## src/rtl/mult_div_unit.sv

```systemverilog
// mult_div_unit: iterative 32-step multiply/divide with HI/LO result registers.
// Multiply is shift-add, divide is restoring shift-subtract; both take 33 cycles
// from start-accept to result. Define MULTDIV_SIGNED_EN to make op[1] select the
// signed MULT/DIV variants; without it every operation is unsigned.
module mult_div_unit #(
   parameter int WIDTH = 32
) (
   input  logic             clk,
   input  logic             reset,
   input  logic             start,
   input  logic [1:0]       op,
   input  logic [WIDTH-1:0] src_a,
   input  logic [WIDTH-1:0] src_b,
   input  logic             mthi,
   input  logic             mtlo,
   input  logic [WIDTH-1:0] wdata,
   output logic [WIDTH-1:0] hi,
   output logic [WIDTH-1:0] lo,
   output logic             busy,
   output logic             done,
   output logic             div_by_zero
);

   typedef enum logic [1:0] {IDLE, RUN, FINISH} state_t;

   state_t           state_q, state_d;
   logic [4:0]       count_q;
   logic             is_div_q, b_zero_q, neg_lo_q, neg_hi_q;
   logic [WIDTH-1:0] raw_a_q, operand_q, work_hi_q, work_lo_q;
   logic [WIDTH-1:0] hi_q, lo_q;
   logic             done_q, dbz_q;

   // Operand magnitudes and sign flags at launch.
   logic             neg_a, neg_b;
   logic [WIDTH-1:0] mag_a, mag_b;

   // Sign-corrected results presented to HI/LO in FINISH.
   logic [2*WIDTH-1:0] prod_fix;
   logic [WIDTH-1:0]   quo_fix, rem_fix;

`ifdef MULTDIV_SIGNED_EN
   assign neg_a    = op[1] & src_a[WIDTH-1];
   assign neg_b    = op[1] & src_b[WIDTH-1];
   assign mag_a    = neg_a ? -src_a : src_a;
   assign mag_b    = neg_b ? -src_b : src_b;
   // Product and quotient take the XOR of the signs; remainder follows the dividend.
   assign prod_fix = neg_lo_q ? -{work_hi_q, work_lo_q} : {work_hi_q, work_lo_q};
   assign quo_fix  = neg_lo_q ? -work_lo_q : work_lo_q;
   assign rem_fix  = neg_hi_q ? -work_hi_q : work_hi_q;
`else
   logic unused_sign;
   assign neg_a       = 1'b0;
   assign neg_b       = 1'b0;
   assign mag_a       = src_a;
   assign mag_b       = src_b;
   assign prod_fix    = {work_hi_q, work_lo_q};
   assign quo_fix     = work_lo_q;
   assign rem_fix     = work_hi_q;
   assign unused_sign = op[1] ^ neg_lo_q ^ neg_hi_q;
`endif

   // One iteration: shift-add for multiply, trial subtract for divide.
   logic [WIDTH:0] mul_sum, div_shift, div_diff;
   assign mul_sum   = {1'b0, work_hi_q} + (work_lo_q[0] ? {1'b0, operand_q} : '0);
   assign div_shift = {work_hi_q, work_lo_q[WIDTH-1]};
   assign div_diff  = div_shift - {1'b0, operand_q};

   // State register.
   always_ff @(posedge clk or posedge reset) begin
      // NOTE: sequential state uses non-blocking assignments so every register
      // samples pre-edge values regardless of block ordering.
      if (reset) state_q <= IDLE;
      else       state_q <= state_d;
   end

   // Next-state logic.
   always_comb begin
      // NOTE: default first so no path leaves state_d unassigned (no latch).
      state_d = state_q;
      case (state_q)
         IDLE:    if (start) state_d = RUN;
         RUN:     if (count_q == 5'd31) state_d = FINISH;
         FINISH:  state_d = IDLE;
         default: state_d = IDLE;
      endcase
   end

   // Datapath: launch, iterate, write back, and idle-time HI/LO moves.
   always_ff @(posedge clk or posedge reset) begin
      if (reset) begin
         count_q   <= '0;
         is_div_q  <= 1'b0;
         b_zero_q  <= 1'b0;
         neg_lo_q  <= 1'b0;
         neg_hi_q  <= 1'b0;
         raw_a_q   <= '0;
         operand_q <= '0;
         work_hi_q <= '0;
         work_lo_q <= '0;
         hi_q      <= '0;
         lo_q      <= '0;
         done_q    <= 1'b0;
         dbz_q     <= 1'b0;
      end else begin
         done_q <= 1'b0;
         case (state_q)
            IDLE: begin
               if (start) begin
                  count_q   <= '0;
                  is_div_q  <= op[0];
                  b_zero_q  <= (src_b == '0);
                  neg_lo_q  <= neg_a ^ neg_b;
                  neg_hi_q  <= neg_a;
                  raw_a_q   <= src_a;
                  operand_q <= op[0] ? mag_b : mag_a;
                  work_hi_q <= '0;
                  work_lo_q <= op[0] ? mag_a : mag_b;
                  dbz_q     <= 1'b0;
               end else begin
                  if (mthi) hi_q <= wdata;
                  if (mtlo) lo_q <= wdata;
               end
            end
            RUN: begin
               count_q <= count_q + 5'd1;
               if (!is_div_q) begin
                  work_hi_q <= mul_sum[WIDTH:1];
                  work_lo_q <= {mul_sum[0], work_lo_q[WIDTH-1:1]};
               end else if (!div_diff[WIDTH]) begin
                  work_hi_q <= div_diff[WIDTH-1:0];
                  work_lo_q <= {work_lo_q[WIDTH-2:0], 1'b1};
               end else begin
                  work_hi_q <= div_shift[WIDTH-1:0];
                  work_lo_q <= {work_lo_q[WIDTH-2:0], 1'b0};
               end
            end
            FINISH: begin
               done_q <= 1'b1;
               if (!is_div_q) begin
                  {hi_q, lo_q} <= prod_fix;
               end else if (b_zero_q) begin
                  hi_q  <= raw_a_q;
                  lo_q  <= '1;
                  dbz_q <= 1'b1;
               end else begin
                  hi_q <= rem_fix;
                  lo_q <= quo_fix;
               end
            end
            default: ;
         endcase
      end
   end

   assign hi          = hi_q;
   assign lo          = lo_q;
   assign busy        = (state_q != IDLE);
   assign done        = done_q;
   assign div_by_zero = dbz_q;

endmodule

```

## config.mk

```make
export PLATFORM = sky130hd
export DESIGN_NAME = mult_div_unit
export DESIGN_NICKNAME = d
export VERILOG_FILES = /design/src/rtl/mult_div_unit.sv
export SDC_FILE = /design/constraint.sdc
export NUM_CORES = 1
export LEC_CHECK = 0
export CORE_MARGIN = 8
export CORE_UTILIZATION = 51
export DETAILED_ROUTE_END_ITERATION = 8
export PLACE_DENSITY = 0.77
export SLEW_MARGIN = 30
export SYNTH_ARGS = -nofsm -noshare
export SYNTH_HDL_FRONTEND = slang
export SYNTH_SLANG_ARGS = --single-unit
```

## constraint.sdc

```tcl
create_clock -name clk -period 6.2 [get_ports clk]
set_input_delay 0.93 -clock clk [delete_from_list [all_inputs] [get_ports clk]]
set_output_delay 0.93 -clock clk [all_outputs]
set_load 0.02 [all_outputs]
```

Yosys cells after proc, flatten, opt, wreduce, memory -nomap -nowiden
Cells that the tools add are included.
W data, S select, Z words.
Storage, ports and cells
  register bits after elaboration: 203
  bits in latches: 0
  RAM bits: 0
  memory bits (read-only): 0
  input port bits: 103
  output and inout port bits: 67
  word-level logic and storage cells: 67
  memories: 0
Operators by class
  add/subtract/negate cells: 3
  $mul: 0
  div/mod/pow operators: 0
  order comparisons: 0
  eq/ne operators: 10
  shift-type cells: 0
  multiplexer cells: 31
  bitwise logic cells: 0
  reduce and logical (&&, ||, !) cells: 11
Operators with widths (count)
  $mux W32: 16
  $pmux W32 S2: 4
  $add A32 B32 Y33: 1
  $sub A33 B32 Y33: 1
  $logic_not A32 Y1: 1
  $ne A2 B2 Y1 const B: 7
  $pmux W5 S2: 1
  $reduce_and A2 Y1: 3
  $reduce_and A3 Y1: 2
  $reduce_bool A2 Y1: 3
  $add A5 B1 Y5 const B: 1
  $eq A5 B5 Y1 const B: 1
  $mux W1: 5
  $mux W5: 1
  $mux W2: 2
  $pmux W2 S2: 1
  $reduce_and A4 Y1: 1
  $eq A2 B1 Y1 const B: 1
  $eq A2 B2 Y1 const B: 1
  $logic_not A2 Y1: 1
  $pmux W1 S2: 1

Depth between registers and ports, before layout
Gate-level depths: netlist (run 1).
  depth after elaboration: 4
  mapped depth: 13
  mapped depth without buffers: 13

Least setup slack after synthesis (run 1)
No wires, ideal clock.
  kind: flip-flop to flip-flop
  start point: register work_lo_q[31] (netlist: quo_fix[31])
  end point: register work_hi_q[27] (netlist: rem_fix[27])
  library setup time: 0.124 ns
  data arrival time: 3.025 ns
  required time: 6.076 ns
  slack: 3.051 ns
  stages on the path, launching flop included: 13
  path buffers: 0
  period minus slack after synthesis: 3.149 ns
  path through: dfrtp_1 inv_1 ha_1 fa_1 nand2b_1 a211oi_2 o21ai_0 nand4b_1 and4bb_2 o41ai_2 nor3_4 mux2_2 a211o_1
On the way
  longest elaborated chain between the ends: 4
RTL lines
  from (decl): line 29  | logic [WIDTH-1:0] raw_a_q, operand_q, work_hi_q, work_lo_q;
  from (signal assigned): line 117  | work_lo_q <= op[0] ? mag_a : mag_b;
  from (signal assigned): line 128  | work_lo_q <= {mul_sum[0], work_lo_q[WIDTH-1:1]};
  from (signal assigned): line 131  | work_lo_q <= {work_lo_q[WIDTH-2:0], 1'b1};
  $sub A33 B32 Y33: line 66  | assign div_diff = div_shift - {1'b0, operand_q};
  $mux W32: line 129  | end else if (!div_diff[WIDTH]) begin
  $mux W32: line 126  | if (!is_div_q) begin
  $pmux W32 S2: line 106  | case (state_q)
  to (signal assigned): line 127  | work_hi_q <= mul_sum[WIDTH:1];
  to (signal assigned): line 130  | work_hi_q <= div_diff[WIDTH-1:0];
  to (signal assigned): line 133  | work_hi_q <= div_shift[WIDTH-1:0];
  to (decl): line 29
No other way between the ends.
A chain may end at the register's enable or synchronous reset.

Worst setup path after layout (run 1)
  start point: register work_lo_q[0] (netlist: quo_fix[0])
  end point: register work_hi_q[30] (netlist: rem_fix[30])
On the way
  longest elaborated chain between the ends: 4
RTL lines
  $mux W32: line 64  | assign mul_sum = {1'b0, work_hi_q} + (work_lo_q[0] ? {1'b0, operand_q} : '0);
  $add A32 B32 Y33: line 64
  $mux W32: line 126
  $pmux W32 S2: line 106
No other way between the ends.

==> impl_results.md, run 1 <==
- Outcome: finished, final reports clean
- Startpoint types: register
- Drc violations: 0
- # setup viols final: 0
- Port bufs: 168
- Fin nets: 1,895
- Crit-path most repeated cell: a31oi_1
- TritonCTS clock tree: done
- Setup total negative slack: 0 ps
- Sequential power share: 27.3%
- Hold Fails Final Rpt: 0
- TritonRoute pass-1 iters: 6
- Pwr dens: 569.9 nW/um^2
- Syn nets: 1,783
- Longest Clk Path Bufs: 3
- Post-synth EDFFs: 0
- Fin crit share: 66.87%
- CP top delay family: compound AO/OA/AOI/OAI gates
- Grt met3 use: 4.233%
- GRT Residual Overflow: 0
- Starting Density: 51.95%
- CTS clk-pin slew, worst paths: 60 ps
- CP Cell Sequence: nand2_1 -> inv_1 -> ha_1 -> a211oi_1 -> o21ai_0 -> a31oi_1 -> o211ai_1 -> a2111o_1 -> a31oi_1 -> a2111oi_0 -> a221oi_1 -> o21ai_1
- CP peak stage delay: 760 ps
- Row count: 59
- Global routing met1 resource utilization: 36.39%
- Top-count cell post-synth: nand2_1
- CP arrival: 4520 ps
- Gr busiest metal: met2
- Layout overhead on the synthesized area: 20.30%
- Post-cts gate resize count: 0
- RD Place Congestion: 0.9194
- Mean post-synth cell area: 8.422 um^2
- Clock latency on the worst-skew pair: 520 ps
- Worst Path Required: 6570 ps
- Maximum number of pins on one net before global-route repair: 105
- Grt met2 use: 40.23%
- Kind of critical path: reg -> reg
- Comb pwr share: 57.2%
- Die width: 179.2 um
- Clock Power Share: 15.5%
- Core area: 26,130 um^2
- Placed inst area: 15,500 um^2
- Post-DP HPWL: 30,300 um
- Top-area cell type share of the netlist area: 37.42%
- Max-Cap Viols: 0
- Die area: 32,090 um^2
- Post-synthesis cell count: 1,612
- H-tree lvl count: 1
- Ranking of synthesized cells by area: dfrtp_1 37%, nand2_1 9.4%, mux2i_1 9.0%
- Synth Register Bits: 203
- P_sw: 4.156 mW
- Worst slew pin tran: 754.4 ps
- DR vias: 12,640
- Worst Path Max Fanout: 35
- Post-synth top area cell: dfrtp_1
- # hold bufs at CTS: 0
- P_int: 5.151 mW
- Most frequent cells after synthesis: 340 x nand2_1, 217 x o21ai_0, 203 x dfrtp_1
- CP Buf/Inv Count: 1
- Max-slew violations: 0
- Final Cell Area: 16,330 um^2
- Sw frac: 44.65%
- Synth Cell Area: 13,580 um^2
- Seq/Total Area, Yosys: 37.42%
- Routed Antenna Nets: 0
- YS warnings: 0
- Clk_skew: 18.20 ps
- Gr usage total: 25.66%
- CTS sink count: 203
- Ratio of cells with drive above 1 in the final layout: 4.828%
- Iter 0 DRT Violations: 1,265
- Initial antenna violation count: 1
- Number of top-level pins: 170
- Fin crit period: 4146 ps
- Drt wl/cell: 19.96 um
- Cell variety after synth: 66
- Global-route wire length before repair: 66,380 um
- Max Fclk: 241.2 MHz
- RSZ-0062 raised after global routing: no
- Vias in the first global route: 12,080
- Slowest cell on the critical path: dfrtp_2
- Slew headroom: 49.71%
- Root Buffer: clkbuf_16
- HP Class: reg -> reg
- Main synth FF type: dfrtp_1
- Die Span Y: 179.2 um
- Num CTS Buffers: 23
- Max rail drop VDD: 320.0 uV
- Finished Core Util: 62.50%
- Worst setup EP type: register
- Post-synthesis async set-or-reset flop share: 100.0%
- # Post-CTS Setup Buffers: 0
- Vias/cell: 6.086
- DRT Wirelength: 41,470 um
- Total power: 9.307 mW
- Lkg Pwr: 7.290 nW
## cell usage in the layout (no fill, tap or decap), drive strengths merged, types with 5 or more instances in the layout
| cell type | n |
|---|---|
| o21bai | 7 |
| o211ai | 46 |
| a21oi | 48 |
| nor3b | 6 |
| buf | 18 |
| nand3 | 43 |
| o22ai | 34 |
| mux2i | 122 |
| nor4 | 8 |
| xnor2 | 32 |
| a21o | 22 |
| inv | 50 |
| ha | 66 |
| nand2b | 10 |
| nor2 | 33 |
| nor2b | 13 |
| a31oi | 16 |
| clkdlybuf4s50 | 167 |
| and3 | 7 |
| and2 | 42 |
| a211oi | 10 |
| nand4 | 9 |
| nand2 | 340 |
| dfrtp | 203 |
| xor2 | 17 |
| clkbuf | 33 |
| a22oi | 21 |
| nor3 | 15 |
| o21ai | 223 |
| o21a | 8 |
| or3 | 5 |
## final cells by class
class                      count  area [um^2]
sequential                   203         5082
timing repair buffer         185         1868
clock buffer                  33        673.1
fill                        2288         9801
antenna                        2        5.005
inverter                      50        191.4
multi-input combinational   1261         7974
tap                          335        419.2
clock inverter                 8        118.9
## worst min-delay path, stage by stage (launching register included)
cell and delay [ps]:
dfrtp_1 340, nand2_1 50, nand2_1 50
## path summary, 6_finish.rpt
check                                           to  depth (start not counted)               startpoint  slack, ps
min in group asynchronous       lo[23]$_DFFE_PP0P_                          2                    reset        790
hold / removal             raw_a_q[23]$_DFFE_PP0P_                          2  raw_a_q[23]$_DFFE_PP0P_        470
setup / recovery           rem_fix[30]$_DFFE_PP0P_                         12   quo_fix[0]$_DFFE_PP0P_       2050
setup reg to reg           rem_fix[30]$_DFFE_PP0P_                         12   quo_fix[0]$_DFFE_PP0P_       2050
max in group asynchronous   raw_a_q[9]$_DFFE_PP0P_                          3                    reset       4560
hold reg to reg            raw_a_q[23]$_DFFE_PP0P_                          2  raw_a_q[23]$_DFFE_PP0P_        470
## stage by stage
stage,setup slack [ps],cells,hold slack [ps]
final,2054,2077,474.0
after global routing,1824,2076,481.2
after global placement,1845,2032,456.5
after detailed placement,2136,2033,462.5
after CTS,2097,2074,477.4
after floorplan,2640,1612,445.5
## registers in the layout (all words and copies together), names as in the netlist
signal and count:
hi 32, lo 32, operand_q 32, quo_fix 32, raw_a_q 32, rem_fix 32, count_q 5, state_q 2
b_zero_q 1, div_by_zero 1, done 1, is_div_q 1
## per-layer routing
| metal | wire, um | vias to the layer above |
|---|---|---|
| met5 | 0 | - |
| met4 | 927 | 0 |
| met3 | 3119 | 68 |
| met2 | 18760 | 457 |
| met1 | 18660 | 6143 |
| li1 | - | 5972 |
## power groups by stage
stage	Sequential, mW	Combinational, mW	Clock [mW]
detailed placement	2.55	5.26	0
global route	2.62	5.90	1.51
finish	2.54	5.32	1.44
CTS	2.53	5.31	1.46
floorplan	2.60	3.68	0
global placement	2.52	5.14	0
## cells by family after synthesis
logic type                 Yosys count  share of synthesized area (%)
adders and majority gates           68                          6.378
buffers and inverters              148                          4.258
AOI/OAI and AO/OA                  474                          21.47
xor gates and xnor gates            49                          3.161
muxes                              126                          9.327
and+or+nand+nor                    544                          17.99
DFF                                203                          37.42
Power figures use the tool's default switching activity.
==> inputs of run 2 (changes only) <==
==> constraint.sdc (replaced) <==
create_clock -name clk -period 3.4 [get_ports clk]
set_input_delay 0.51 -clock clk [delete_from_list [all_inputs] [get_ports clk]]
set_output_delay 0.51 -clock clk [all_outputs]
set_load 0.02 [all_outputs]
==> run 2 against run 1 <==
Sequential power up 84%. Clock power up 83%. Critical path depth up 1. Core utilization up 2.1 points. Fmax up 26%. Die area unchanged. Power up 92%. Critical path type unchanged. First-iteration DRC count down 9.9%. Sequential cell count unchanged.
==> impl_results.md, run 2 (synthesis results as in run 1) <==
- Max-Cap Viols: 0
- Worst slew pin tran: 802.1 ps
- Commonest cells after routing, fill and taps aside: 339 x nand2_1, 215 x o21ai_0, 200 x dfrtp_1
- Max Fclk: 304.4 MHz
- Outcome: finished, final reports clean
- Port bufs: 168
- # fillers: 2,236
- DP Cell Count: 2,085
- Drc violations: 0
- Global-route wire length before repair: 66,920 um
- Total power: 17.86 mW
- Routed Antenna Nets: 0
- Drt wl/cell: 19.82 um
- Final std cells w/o fill: 2,135
- Die width: 179.2 um
- Number of top-level pins: 170
- Setup total negative slack: 0 ps
- Initial antenna violation count: 2
- Pre-CTS WS: -116.5 ps
- Pwr dens: 1059 nW/um^2
- TritonCTS clock tree: done
- H-tree lvl count: 1
- Root Buffer: clkbuf_16
- Lkg Pwr: 7.603 nW
- Area of the multi-input gates: 8051 um^2
- GRT Residual Overflow: 0
- Layout overhead on the synthesized area: 24.27%
- Slew headroom: 46.53%
- DR vias: 12,840
- Worst Path Required: 3760 ps
- Clk_skew: 18.92 ps
- # setup viols final: 0
- Hold Fails Final Rpt: 0
- Starting Density: 51.95%
- DRT Wirelength: 42,320 um
- Gr usage total: 25.95%
- Fin nets: 1,955
- Ratio of cells with drive above 1 in the final layout: 8.894%
- HP Class: reg -> reg
- Max rail drop VDD: 614.6 uV
- CP arrival: 3650 ps
- Clock latency on the worst-skew pair: 520 ps
- PnR worst setup slack: 114.9 ps
- Fin crit share: 96.62%
- Commonest non-fill, non-tap cell in the layout: nand2_1
- Maximum number of pins on one net before global-route repair: 149
- Num CTS Buffers: 23
- Startpoint types: register
- Kind of critical path: reg -> reg
- Vias in the first global route: 12,430
- Row count: 59
- Die area: 32,090 um^2
- TritonRoute pass-1 iters: 5
- CTS sink count: 203
- Post-DP HPWL: 30,970 um
- Worst Path Max Fanout: 6
- RD Place Congestion: 0.9363
- Iter 0 DRT Violations: 1,140
- Worst setup EP type: register
- Placed inst area: 15,910 um^2
- Final Cell Area: 16,870 um^2
- Max-slew violations: 0
- Vias/cell: 6.012
- Longest Clk Path Bufs: 3
- CTS clk-pin slew, worst paths: 60 ps
- Die Span Y: 179.2 um
- Fin crit period: 3285 ps
- Finished Core Util: 64.56%
- Register Area: 5084 um^2
- Core area: 26,130 um^2
- Hold Slack: 475.1 ps
==> run 2: cell types whose count changed in the layout (fill, tap and decap cells not counted), sizes merged <==
cell	delta
buf	+60
clkbuf	-2
bufinv	+1
clkinvlp	+1
diode	-1
inv	-1
==> run 2: where the power goes <==
group / switching (mW) / total [mW] / internal (mW)
Combinational: 5.76 / 10.6 / 4.81
Clock: 1.02 / 2.63 / 1.61
Sequential: 1.09 / 4.67 / 3.58
Total: 7.87 / 17.9 / 9.99
==> run 2: critical path, stage by stage, from the launching register on <==
cell and delay [ps]:
dfrtp_2 410, and2_1 140, ha_1 210, inv_1 70
fa_1 420, nor2b_2 160, o31a_1 180, o22ai_2 120
o211ai_1 360, o211ai_1 160, and2_2 250, o31a_1 340
xor2_1 180, o221ai_1 140
==> run 2: repair_timing <==
action,4_1_cts,5_1_grt
pin swaps,1,5
endpoints found under the setup margin,3,24
hold buffers,0,0
buffers inserted,2,7
gates resized for setup,2,25
cloned,0,0
==> run 2: worst paths after layout <==
| kind | endpoint | cells after the start | slack (ps) | start |
|---|---|---|---|---|
| max | rem_fix[29]$_DFFE_PP0P_ | 13 | 110 | quo_fix[0]$_DFFE_PP0P_ |
| max reg2reg | rem_fix[29]$_DFFE_PP0P_ | 13 | 110 | quo_fix[0]$_DFFE_PP0P_ |
| min reg2reg | raw_a_q[4]$_DFFE_PP0P_ | 2 | 480 | raw_a_q[4]$_DFFE_PP0P_ |
| min in group asynchronous | lo[26]$_DFFE_PP0P_ | 3 | 630 | reset |
| max in group asynchronous | rem_fix[12]$_DFFE_PP0P_ | 3 | 2130 | reset |
| min | raw_a_q[4]$_DFFE_PP0P_ | 2 | 480 | raw_a_q[4]$_DFFE_PP0P_ |
==> run 2: layout make-up <==
type	count	area share (%)
repair buffers	245	13.84
clock buffers	31	3.768
well taps	335	2.485
diodes	1	0.01483
flip-flops and latches	203	30.13
inverters	50	1.135
clock inverters	9	0.8974
multi-input cells	1261	47.73
==> run 2: routing by layer <==
layer  vias up  share of wire [%]  GRT usage [%]
li1       6101                  -              -
met4         2                3.0          8.087
met1      6197                 44          35.92
met5         -              0.028              0
met3        77                7.3          4.781
met2       459                 45          40.61
